--- src/rtl/rr_arb8_pkg.sv ---
// Shared constants and state type for the 8-way round-robin arbiter.
// RR_TIMEOUT_EN (consumed by rr_arbiter8) uses MAX_HOLD from here.
package rr_arb8_pkg;

    localparam int NREQ     = 8;
    localparam int IDXW     = 3;
    localparam int MAX_HOLD = 4;
    localparam int HOLDW    = (MAX_HOLD > 1) ? $clog2(MAX_HOLD) : 1;

    typedef enum logic {
        IDLE = 1'b0,
        BUSY = 1'b1
    } arb_state_t;

endpackage

--- src/rtl/rr_arbiter8_onehot_enc8.sv ---
// Combinational one-hot to binary encoder for an 8-bit vector; all-zero input encodes to 0.
module onehot_enc8
    import rr_arb8_pkg::*;
(
    input  logic [NREQ-1:0] onehot,
    output logic [IDXW-1:0] idx
);

    // OR-reduction encode is exact for one-hot input and yields 0 for no bits set.
    assign idx[0] = onehot[1] | onehot[3] | onehot[5] | onehot[7];
    assign idx[1] = onehot[2] | onehot[3] | onehot[6] | onehot[7];
    assign idx[2] = onehot[4] | onehot[5] | onehot[6] | onehot[7];

endmodule

--- src/rtl/rr_arbiter8.sv ---
// Round-robin arbiter for 8 requesters; grant is held until done or request drop.
// Optional `RR_TIMEOUT_EN forces release after MAX_HOLD busy cycles and pulses timeout.
module rr_arbiter8
    import rr_arb8_pkg::*;
(
    input  logic            clk,
    input  logic            rst,
    input  logic            en,
    input  logic [NREQ-1:0] req,
    input  logic            done,
    output logic [NREQ-1:0] grant,
    output logic [IDXW-1:0] grant_idx,
    output logic            grant_valid,
    output logic            timeout
);

    // Handshake: a requester holds req[i] high while it wants the resource; the grant is
    // registered one cycle after arbitration and stays until done=1 or req[grant_idx]=0
    // is sampled at a clock edge, after which the bus is idle for one full cycle.

    arb_state_t      state_q, state_d;
    logic [NREQ-1:0] grant_q, grant_d;
    logic [IDXW-1:0] grant_idx_q, grant_idx_d;
    logic [IDXW-1:0] last_q, last_d;
    logic            timeout_q, timeout_d;

    logic [IDXW-1:0] start;
    logic [IDXW-1:0] pos;
    logic [NREQ-1:0] rot_req;
    logic [NREQ-1:0] rot_pick;
    logic [NREQ-1:0] pick_grant;
    logic [IDXW-1:0] pick_idx;
    logic            release_c;
    logic            force_c;

`ifdef RR_TIMEOUT_EN
    logic [HOLDW-1:0] hold_cnt_q, hold_cnt_d;
`endif

    // Rotate so the requester after last sits at bit 0, take the lowest set bit, rotate back.
    assign start    = last_q + IDXW'(1);
    assign rot_pick = rot_req & (~rot_req + NREQ'(1));

    always_comb begin
        pos        = '0;
        rot_req    = '0;
        pick_grant = '0;
        for (int i = 0; i < NREQ; i++) begin
            pos            = IDXW'(i) + start;
            rot_req[i]     = req[pos];
            pick_grant[pos] = rot_pick[i];
        end
    end

    onehot_enc8 u_enc (
        .onehot (pick_grant),
        .idx    (pick_idx)
    );

    always_comb begin
        state_d     = state_q;
        grant_d     = grant_q;
        grant_idx_d = grant_idx_q;
        last_d      = last_q;
        timeout_d   = 1'b0;
        release_c   = done || !req[grant_idx_q];
        force_c     = 1'b0;
`ifdef RR_TIMEOUT_EN
        hold_cnt_d  = hold_cnt_q;
        force_c     = !release_c && (hold_cnt_q == HOLDW'(MAX_HOLD - 1));
`endif
        case (state_q)
            IDLE: begin
                if (en && (|req)) begin
                    grant_d     = pick_grant;
                    grant_idx_d = pick_idx;
                    state_d     = BUSY;
`ifdef RR_TIMEOUT_EN
                    hold_cnt_d  = '0;
`endif
                end
            end
            BUSY: begin
                if (release_c || force_c) begin
                    grant_d     = '0;
                    grant_idx_d = '0;
                    last_d      = grant_idx_q;
                    state_d     = IDLE;
                    timeout_d   = force_c;
                end else begin
`ifdef RR_TIMEOUT_EN
                    hold_cnt_d  = hold_cnt_q + HOLDW'(1);
`endif
                end
            end
            default: begin
                state_d     = IDLE;
                grant_d     = '0;
                grant_idx_d = '0;
            end
        endcase
    end

    always_ff @(posedge clk or posedge rst) begin
        if (rst) begin
            state_q     <= IDLE;
            grant_q     <= '0;
            grant_idx_q <= '0;
            last_q      <= IDXW'(NREQ - 1);
            timeout_q   <= 1'b0;
        end else begin
            state_q     <= state_d;
            grant_q     <= grant_d;
            grant_idx_q <= grant_idx_d;
            last_q      <= last_d;
            timeout_q   <= timeout_d;
        end
    end

`ifdef RR_TIMEOUT_EN
    always_ff @(posedge clk or posedge rst) begin
        if (rst) begin
            hold_cnt_q <= '0;
        end else begin
            hold_cnt_q <= hold_cnt_d;
        end
    end
`endif

    assign grant       = grant_q;
    assign grant_idx   = grant_idx_q;
    assign grant_valid = |grant_q;
    assign timeout     = timeout_q;

endmodule

--- config.mk ---
export PLATFORM = sky130hd
export DESIGN_NAME = rr_arbiter8
export DESIGN_NICKNAME = d
export VERILOG_FILES = /design/src/rtl/rr_arb8_pkg.sv /design/src/rtl/rr_arbiter8_onehot_enc8.sv /design/src/rtl/rr_arbiter8.sv
export SDC_FILE = /design/constraint.sdc
export NUM_CORES = 1
export LEC_CHECK = 0
export CORE_MARGIN = 3
export CORE_UTILIZATION = 35
export CTS_BUF_LIST = sky130_fd_sc_hd__clkbuf_8
export DETAILED_ROUTE_END_ITERATION = 7
export PLACE_DENSITY_LB_ADDON = 0.05
export SYNTH_ARGS = -nofsm -noshare
export SYNTH_HDL_FRONTEND = slang
export SYNTH_SLANG_ARGS = --single-unit
export TNS_END_PERCENT = 50
--- constraint.sdc ---
create_clock -name clk -period 3.8 [get_ports clk]
set_input_delay 0.95 -clock clk [delete_from_list [all_inputs] [get_ports clk]]
set_output_delay 0.95 -clock clk [all_outputs]
set_load 0.01 [all_outputs]
======== Word level (Yosys, flattened, before mapping) ========
Index checks and enable logic that the tools add are counted.
Widths: inputs -> output; s select.
operators by class
  reduce and logical (&&, ||, !) cells .... 15
  equal/unequal tests ..................... 2
  add/sub/neg operators ................... 9
  mux-type cells .......................... 50
  $lt $le $gt $ge ......................... 17
  bitwise operators ....................... 13
operators by type and width
  cell                 count
  $bwmux 8             7
  $lt 3x4->1 const B   9
  $bmux 1 s3           9
  $demux 1 s3          8
  $ge 3x1->1 const B   8
  $mux 1               19
  $and 8x8->8          2
  $mux 8               2
  $pmux 8 s2           1
  $reduce_or 8->1      2
  $add 3x3->3 const A  4
  $logic_and 1x1->1    9
  $or 1x1->1           9
  $add 8x1->8 const B  1
  $not 8->8            1
  $add 2x3->3 const A  2
  $mux 3               2
  $pmux 3 s2           1
  $reduce_and 2->1     2
  $add 1x3->3 const A  1
  $add 3x1->3 const B  1
  $ne 2x1->1 const B   1
  $ne 2x2->1 const B   1
  $pmux 1 s2           1
  3 further kinds      3
storage, ports and cells
  bits of input ports ..................... 12
  word-level logic and storage cells ...... 110
  register bits after elaboration ......... 15

======== Longest topological paths before layout ========
Gate-level depths: netlist of the first run.
  depth in word-level cells ............... 20
  mapped depth ............................ 18
  mapped depth without buffers ............ 13

======== Modules after synthesis ========
From an unflattened synthesis of the first run, not the netlist that was laid out.
second synthesis, totals
  cells, all modules ...................... 351
  area, all modules ....................... 2725.1 sq um
modules (own cells, without submodules)
  module       sequential area each (sq um)  cells each  area an instance (sq um)  times used
  rr_arbiter8  379.1                         348         2702.6                    1
  onehot_enc8  0.0                           3           22.5                      1

======== Least setup slack after synthesis of the first run ========
OpenSTA, ideal clock, no wires.
  path kind ............................... flip-flop to flip-flop
  start point ............................. reg last_q[0]
  end point ............................... reg grant_q[0] (netlist: grant[0])
  path buffers ............................ 5
  data arrival time ....................... 3.911 ns
  setup slack ............................. -0.177 ns
  clock period less this slack ............ 3.977 ns
  cell stages (with the launch flop) ...... 16
  path through ............................ dfstp_2 buf_2 clkinv_1 clkbuf_1 clkbuf_1 ha_1 buf_6 buf_6 xor2_1 mux2i_1 a31oi_1 a222oi_1 nand2_2 a221o_1 a31oi_1 a221o_1
on the way
  cells in the longest elaborated chain, start to end .. 16
  elaborated cells on any way between the ends .. 77
  those cells by class .................... add/sub: 9; order compare: 16; mux: 41; bitwise: 3; reduce/logical: 8
RTL lines
  item                                                       RTL line                              source
  start, declared                                            rr_arbiter8.sv:24                     logic [IDXW-1:0] last_q, last_d;
  start signal, assigned                                     rr_arbiter8.sv:109                    last_q <= IDXW'(NREQ - 1);
  start signal, assigned                                     rr_arbiter8.sv:115                    last_q <= last_d;
  $add 3x1->3 *                                              rr_arbiter8.sv:41                     assign start = last_q + IDXW'(1);
  $add 1x3->3 or $bmux 1 s3 (tied branches)                  rr_arbiter8.sv:49, rr_arbiter8.sv:50
  $bmux 1 s3 or $mux 1 (tied branches)                       rr_arbiter8.sv:50                     rot_req[i] = req[pos];
  $mux 1 (implied by the code) or $not 8->8 (tied branches)  rr_arbiter8.sv:50, rr_arbiter8.sv:42
  $not 8->8 or $add 8x1->8 (tied branches)                   rr_arbiter8.sv:42                     assign rot_pick = rot_req & (~rot_req + NREQ'(1));
  $add 8x1->8 or $and 8x8->8 (tied branches)                 rr_arbiter8.sv:42
  $and 8x8->8, on equally long branches                      n/a
  $bwmux 8 (6 in series)                                     rr_arbiter8.sv:51                     pick_grant[pos] = rot_pick[i];
  $bwmux 8 *                                                 rr_arbiter8.sv:51
  $mux 8 *                                                   rr_arbiter8.sv:74                     if (en && (|req)) begin
  $pmux 8 s2 *                                               rr_arbiter8.sv:72                     case (state_q)
  end signal, assigned                                       rr_arbiter8.sv:113                    grant_q <= grant_d;
  end, declared                                              rr_arbiter8.sv:22                     logic [NREQ-1:0] grant_q, grant_d;
Mark *: on every way between the ends. The rest lies on a longest branch, timed or not. The select of a mux whose other input is x is not followed.
A chain may end at the register's enable or synchronous reset.

======== Worst setup path in the final report of the first run ========
  start point ............................. in req[2]
  end point ............................... reg grant_idx_q[2] (netlist: grant_idx[2])
on the way
  cells in the longest elaborated chain, start to end .. 18
  elaborated cells on any way between the ends .. 41
  those cells by class .................... add/sub: 1; eq/ne: 2; mux: 27; bitwise: 6; reduce/logical: 5
RTL lines
  item                          RTL line                       source
  start, declared               rr_arbiter8.sv:9               input logic [NREQ-1:0] req,
  $bmux 1 s3                    rr_arbiter8.sv:50
  $mux 1 (implied by the code)  rr_arbiter8.sv:50
  $not 8->8                     rr_arbiter8.sv:42
  $add 8x1->8                   rr_arbiter8.sv:42
  $and 8x8->8                   rr_arbiter8.sv:42
  $and 8x8->8 (no line)         n/a
  $bwmux 8 (7 in series)        rr_arbiter8.sv:51
  $or 1x1->1 (3 in series)      rr_arbiter8_onehot_enc8.sv:12  assign idx[2] = onehot[4] | onehot[5] | onehot[6] | onehot[7];
  $mux 3                        rr_arbiter8.sv:74
  $pmux 3 s2                    rr_arbiter8.sv:72
  end signal, assigned          rr_arbiter8.sv:114             grant_idx_q <= grant_idx_d;
  end, declared                 rr_arbiter8.sv:23              logic [IDXW-1:0] grant_idx_q, grant_idx_d;
Several ways; a longest one is shown, not always the timed one. The select of a mux whose other input is x is not followed.

==> results.json, run 1 <==
{
  "die_h_um": 90.1,
  "path_class": "primary input to register",
  "critical-path-slowest-cell": "clkdlybuf4s50_1",
  "final-hold-violation-count": 0,
  "worst_path_largest_cell_delay_ps": 550,
  "clockBufferDepth": 2,
  "timing.critical_path.fanout_max": 8,
  "grt-ovfl-total": 0,
  "fp.dieArea_um2": 8120,
  "hp-start": "state_q",
  "drt_iter0_drc": 419,
  "coreArea_um2": 6830,
  "path_clk_slew_ps": 60,
  "async_flop_share_pct": 100,
  "synth.area.top_cells": "dfrtp_1, mux4_2, nand2_1",
  "ys_warn_count": 0,
  "drv_slew": 0,
  "drive_gt1_share_pct": 24.8,
  "gp_congestion": 1.00,
  "hold_buffers": 0,
  "max_freq_mhz": 272,
  "ant_nets": 0,
  "clock-sinks": 15,
  "synth-edff-count": 0,
  "period_share_pct": 96.9,
  "synth_fp_nets": 343,
  "n_antenna_cell": 0,
  "cap_violations": 0,
  "final_common_cell": "buf_4",
  "htreeDepth": 1,
  "fin_area_um2": 3110,
  "grt_first_pass_wirelength_um": 14700,
  "ys_seq_elements": 15,
  "synth_cells": 328,
  "place_hpwl_um": 6760,
  "synth_top_area_share_pct": 12.1,
  "synthDistinctLibCells": 65,
  "routed-via-count": 2904,
  "crit_chain": "clkdlybuf4s50_1, buf_4, mux4_2, mux2_2, nor3b_2, a21oi_1, o221a_1, a31oi_2, o31ai_1, o2111ai_1",
  "antenna_found_initial": 0,
  "pre_cts_slack_ps": -137,
  "nNetsFinal": 387,
  "wl_per_cell_um": 19.3,
  "synth_top_area_cell": "dfrtp_1",
  "ios": 25,
  "wirelength_um": 9010,
  "slew_headroom_pct": 53.4,
  "layout_common_cells": "buf_4, nand2_1, nor2_1",
  "rows": 30,
  "initial_utilization_pct": 36.2,
  "cp_num_buf_inv": 2,
  "dr.pass1.iters": 5,
  "cts_buffers": 3,
  "grt_max_degree": 31,
  "period_minus_slack_ps": 3680,
  "yosysSeqAreaShare_pct": 15.3,
  "synth-main-ff-cell": "dfrtp_1",
  "drc_errors": 0,
  "worstPathRequired_ps": 3960,
  "finalSetupViolations": 0,
  "crit_family": "compound AO/OA/AOI/OAI gates",
  "grt_usage_pct": 21.7,
  "die_w_um": 90.1,
  "worstSkewPairLatency_ps": 250,
  "crit_path_start": "req[2]",
  "hold_path.class": "register to register",
  "synth_area_per_cell_um2": 7.55,
  "start_kind": "primary input",
  "grt_pass1_vias": 2805,
  "reg2reg_from": "last_q[0]",
  "synth_area_um2": 2470,
  "setup_ws_ps": 117,
  "cts_root_buf": "clkbuf_8",
  "finalSetupTns_ps": 0,
  "rsz0062_at_grt": "false",
  "dpl_cell_area_um2": 3040,
  "cp.arrival_ps": 3840,
  "tightest_slew_ps": 693,
  "portBuffers": 23,
  "outcome": "finished clean",
  "cts_tree": "yes",
  "viasPerCell": 6.22,
  "area_delta_synth_final_pct": 25.7,
  "finalClockSkew_ps": 5.74,
  "end_kind": "register"
}
logic make-up after synthesis:
family / synth area share (%)
DFF: 15.3
adders and majority gates: 1.52
muxes: 21.6
other: 0.152
xor gates and xnor gates: 2.43
buffers and inverters: 7.84
AOI/OAI and AO/OA: 22.5
and+or+nand+nor: 28.6
state kept, by name, summed over array words and instances (netlist names):
register and count:
grant 8, grant_idx 3, last_q 3, state_q 1
worst register-to-register path, cell delays in order (launching register included):
cell and delay, ps:
dfstp_2 560, clkinv_2 80, ha_4 420, buf_4 250
mux4_2 570, mux2_2 330, nor3b_2 360, a21oi_1 130
o221a_1 260, a31oi_2 260, o31ai_1 150, o2111ai_1 130
synthesized netlist by cell type (3+ instances only):
library cell / count
nor3_1: 11
a21oi_1: 17
a221oi_1: 3
a211oi_1: 3
mux2_2: 12
clkbuf_1: 21
nor2_1: 28
o21ai_0: 10
nand2_1: 45
ha_1: 3
buf_6: 3
buf_2: 5
dfrtp_1: 12
o22ai_1: 6
nand3_1: 13
mux2i_1: 16
a31oi_1: 15
nand4_1: 14
o21a_1: 3
nor2b_1: 3
nor3b_1: 4
nand3b_1: 4
dfstp_2: 3
nor4_1: 7
mux4_2: 9
buf_4: 3
xnor2_1: 4
inv_1: 4
routing by layer:
metal  share of wire, %  routed length (µm)  track usage (%)  vias to the layer above
met5                  0                   0                0                        -
met4                1.9                 172             5.36                        0
met3                7.6                 684             2.93                       20
met2                 45                4010             33.7                      160
met1                 46                4140             31.8                     1383
li1                   -                   -                -                     1341
final cells by class:
| type | instances | area [µm²] |
|---|---|---|
| clock buffers | 3 | 41.3 |
| flip-flops and latches | 15 | 379 |
| multi-input cells | 272 | 1930 |
| well taps | 96 | 120 |
| inverters | 7 | 27.5 |
| fillers | 723 | 3720 |
| clock inverters | 1 | 5.00 |
| repair buffers | 73 | 606 |
per-stage QoR:
stage	utilization (%)	hold WS, ps	std cells
6_report	45.5	507	467
5_1_grt	45.5	549	467
4_1_cts	45.3	513	466
3_5_place_dp	44.5	499	462
3_3_place_gp	44.5	487	462
2_1_floorplan	-	469	328
worst paths after layout:
| path | to | slack [ps] | depth (start not counted) |
|---|---|---|---|
| max | grant_idx[2] | 120 | 10 |
| min | state_q | 510 | 2 |
| max reg2reg | grant_idx[2] | 220 | 11 |
| min reg2reg | state_q | 510 | 2 |
| max in group asynchronous | grant[2] | 2350 | 2 |
| min in group asynchronous | grant[4] | 1060 | 2 |
timing repair:
| action | in CTS | in global routing |
|---|---|---|
| setup endpoints to repair | 1 | 6 |
| setup buffers | 0 | 1 |
| gates resized for setup | 1 | 2 |
Power of run 1 is not shown: default switching activity piles up to over one toggle a cycle in this logic, so the estimate is an artifact.
==> run 2, diff against run 1 <==
--- a/config.mk
+++ b/config.mk
@@ -5,7 +5,7 @@
 export SDC_FILE = /design/constraint.sdc
 export NUM_CORES = 1
 export LEC_CHECK = 0
-export CORE_MARGIN = 3
+export CORE_MARGIN = 1
 export CORE_UTILIZATION = 35
 export CTS_BUF_LIST = sky130_fd_sc_hd__clkbuf_8
 export DETAILED_ROUTE_END_ITERATION = 7
@@ -13,4 +13,3 @@
 export SYNTH_ARGS = -nofsm -noshare
 export SYNTH_HDL_FRONTEND = slang
 export SYNTH_SLANG_ARGS = --single-unit
-export TNS_END_PERCENT = 50
==> run 2 against run 1 <==
  * Clock skew is 2.6 ps lower
  * Setup slack better by 32 ps
  * Global-route usage is 3.5 points higher
  * Non-clock buffer count stayed put
  * Wire length decreased by 1.2%
  * Register-to-register slack worse by 20 ps
  * Maximum frequency rose by 0.88%
  * Critical path depth unchanged
  * Sequential cell count stayed put
  * Clock-buffer cell count is the same
  * Cell area grew 0.60%
  * Die area is 8.7% lower
  * Highest routed layer unchanged
==> results.json, run 2 (synthesis gave the netlist of run 1 again) <==
{
  "outcome": "finished clean",
  "grt_max_degree": 45,
  "path_class": "primary input to register",
  "gp_congestion": 0.968,
  "cap_violations": 0,
  "r2r_cells": 13,
  "initial_utilization_pct": 36.4,
  "cts_resized": 0,
  "max_freq_mhz": 274,
  "fp.dieArea_um2": 7410,
  "final-hold-violation-count": 0,
  "finalClockSkew_ps": 3.19,
  "tightest_slew_ps": 681,
  "wirelength_um": 8900,
  "nNetsFinal": 387,
  "routed-via-count": 2885,
  "crit_end": "grant_idx[2]",
  "viasPerCell": 6.18,
  "antenna_found_initial": 0,
  "finalSetupViolations": 0,
  "path_clk_slew_ps": 60,
  "grt-ovfl-total": 0,
  "place_hpwl_um": 6660,
  "cts_root_buf": "clkbuf_8",
  "ant_nets": 0,
  "drt_iter0_drc": 389,
  "portBuffers": 23,
  "hold_path.class": "register to register",
  "end_kind": "register",
  "cp.arrival_ps": 3810,
  "rsz0062_at_grt": "false",
  "hold_buffers": 0,
  "htreeDepth": 1,
  "finalSetupTns_ps": 0,
  "largest_reg_flops": 8,
  "crit_path_start": "req[0]",
  "die_h_um": 86.1,
  "pre_cts_slack_ps": -186,
  "setup_ws_ps": 149,
  "worstPathRequired_ps": 3960,
  "area_delta_synth_final_pct": 26.5,
  "clockBufferDepth": 2,
  "post-cts-setup-buffers": 0,
  "clock-sinks": 15,
  "cts_tree": "yes",
  "coreArea_um2": 6790,
  "grt_usage_pct": 25.2,
  "worstSkewPairLatency_ps": 240,
  "final_common_cell": "buf_4",
  "timing.critical_path.fanout_max": 9,
  "n_antenna_cell": 0,
  "drv_slew": 0,
  "cts_buffers": 3,
  "rows": 30,
  "reg2reg_from": "last_q[0]",
  "start_kind": "primary input",
  "layout_common_cells": "buf_4, nand2_1, nor2_1",
  "grt_pass1_vias": 2683,
  "slew_headroom_pct": 54.3,
  "reg2reg_slack_ps": 200,
  "drive_gt1_share_pct": 25.1,
  "dpl_cell_area_um2": 3060,
  "drc_errors": 0,
  "dr.pass1.iters": 6,
  "period_share_pct": 96.1,
  "grt_first_pass_wirelength_um": 14700,
  "wl_per_cell_um": 19.1,
  "holdWs_ps": 504,
  "die_w_um": 86.1,
  "r2r_end": "grant_idx[2]",
  "period_minus_slack_ps": 3650,
  "fin_area_um2": 3130,
  "ios": 25
}
[run 2: per-stage QoR]
| step | instances | util (%) |
|---|---|---|
| after floorplan | 328 | - |
| after global placement | 463 | 45.0 |
| after detailed placement | 463 | 45.0 |
| after CTS | 467 | 45.7 |
| after global routing | 467 | 46.1 |
| final | 467 | 46.1 |
[run 2: worst min-delay path by stage]
| stage | startpoint | endpoint | slack, ps | cells past startpoint |
|---|---|---|---|---|
| finish | grant[4] | grant[4] | 500 | 2 |
| CTS | grant[4] | grant[4] | 510 | 2 |
| detailed placement | grant[4] | grant[4] | 490 | 2 |
| global route | state_q | state_q | 540 | 2 |
| floorplan | state_q | state_q | 470 | 2 |
| global placement | grant[4] | grant[4] | 500 | 2 |
[run 2: layer usage]
metal	global-route usage [%]	part of all wire, %
met5	0	0
met4	4.85	2.0
met3	3.95	7.6
met2	37.4	43
met1	38.4	47
[run 2: area by class of cell]
| class | instances | area (µm²) |
|---|---|---|
| clock buffer | 3 | 41.3 |
| fill | 692 | 3660 |
| timing repair buffer | 73 | 618 |
| clock inverter | 1 | 3.75 |
| sequential | 15 | 379 |
| inverter | 7 | 27.5 |
| multi-input combinational | 272 | 1940 |
| tap | 96 | 120 |
[run 2: worst max-delay path, cell delays in order]
cell	delay (ps)
clkdlybuf4s50_1	640
or3b_1	400
a211oi_2	300
nor4bb_1	120
buf_4	160
o311a_1	310
a2111o_1	410
a31oi_2	250
o31ai_1	140
o2111ai_1	120
Power of run 2 is left out for the same reason.
==> run 3, diff against run 2 <==
==> constraint.sdc (replaced) <==
create_clock -name clk -period 3.8 [get_ports clk]
set_input_delay 0.95 -clock clk [delete_from_list [all_inputs] [get_ports clk]]
set_output_delay 0.95 -clock clk [all_outputs]
set_load 0.05 [all_outputs]
==> results of run 3 <==
Final layout, timing and power as in run 2 (identical DEF).
Power of run 3 is left out for the same reason.
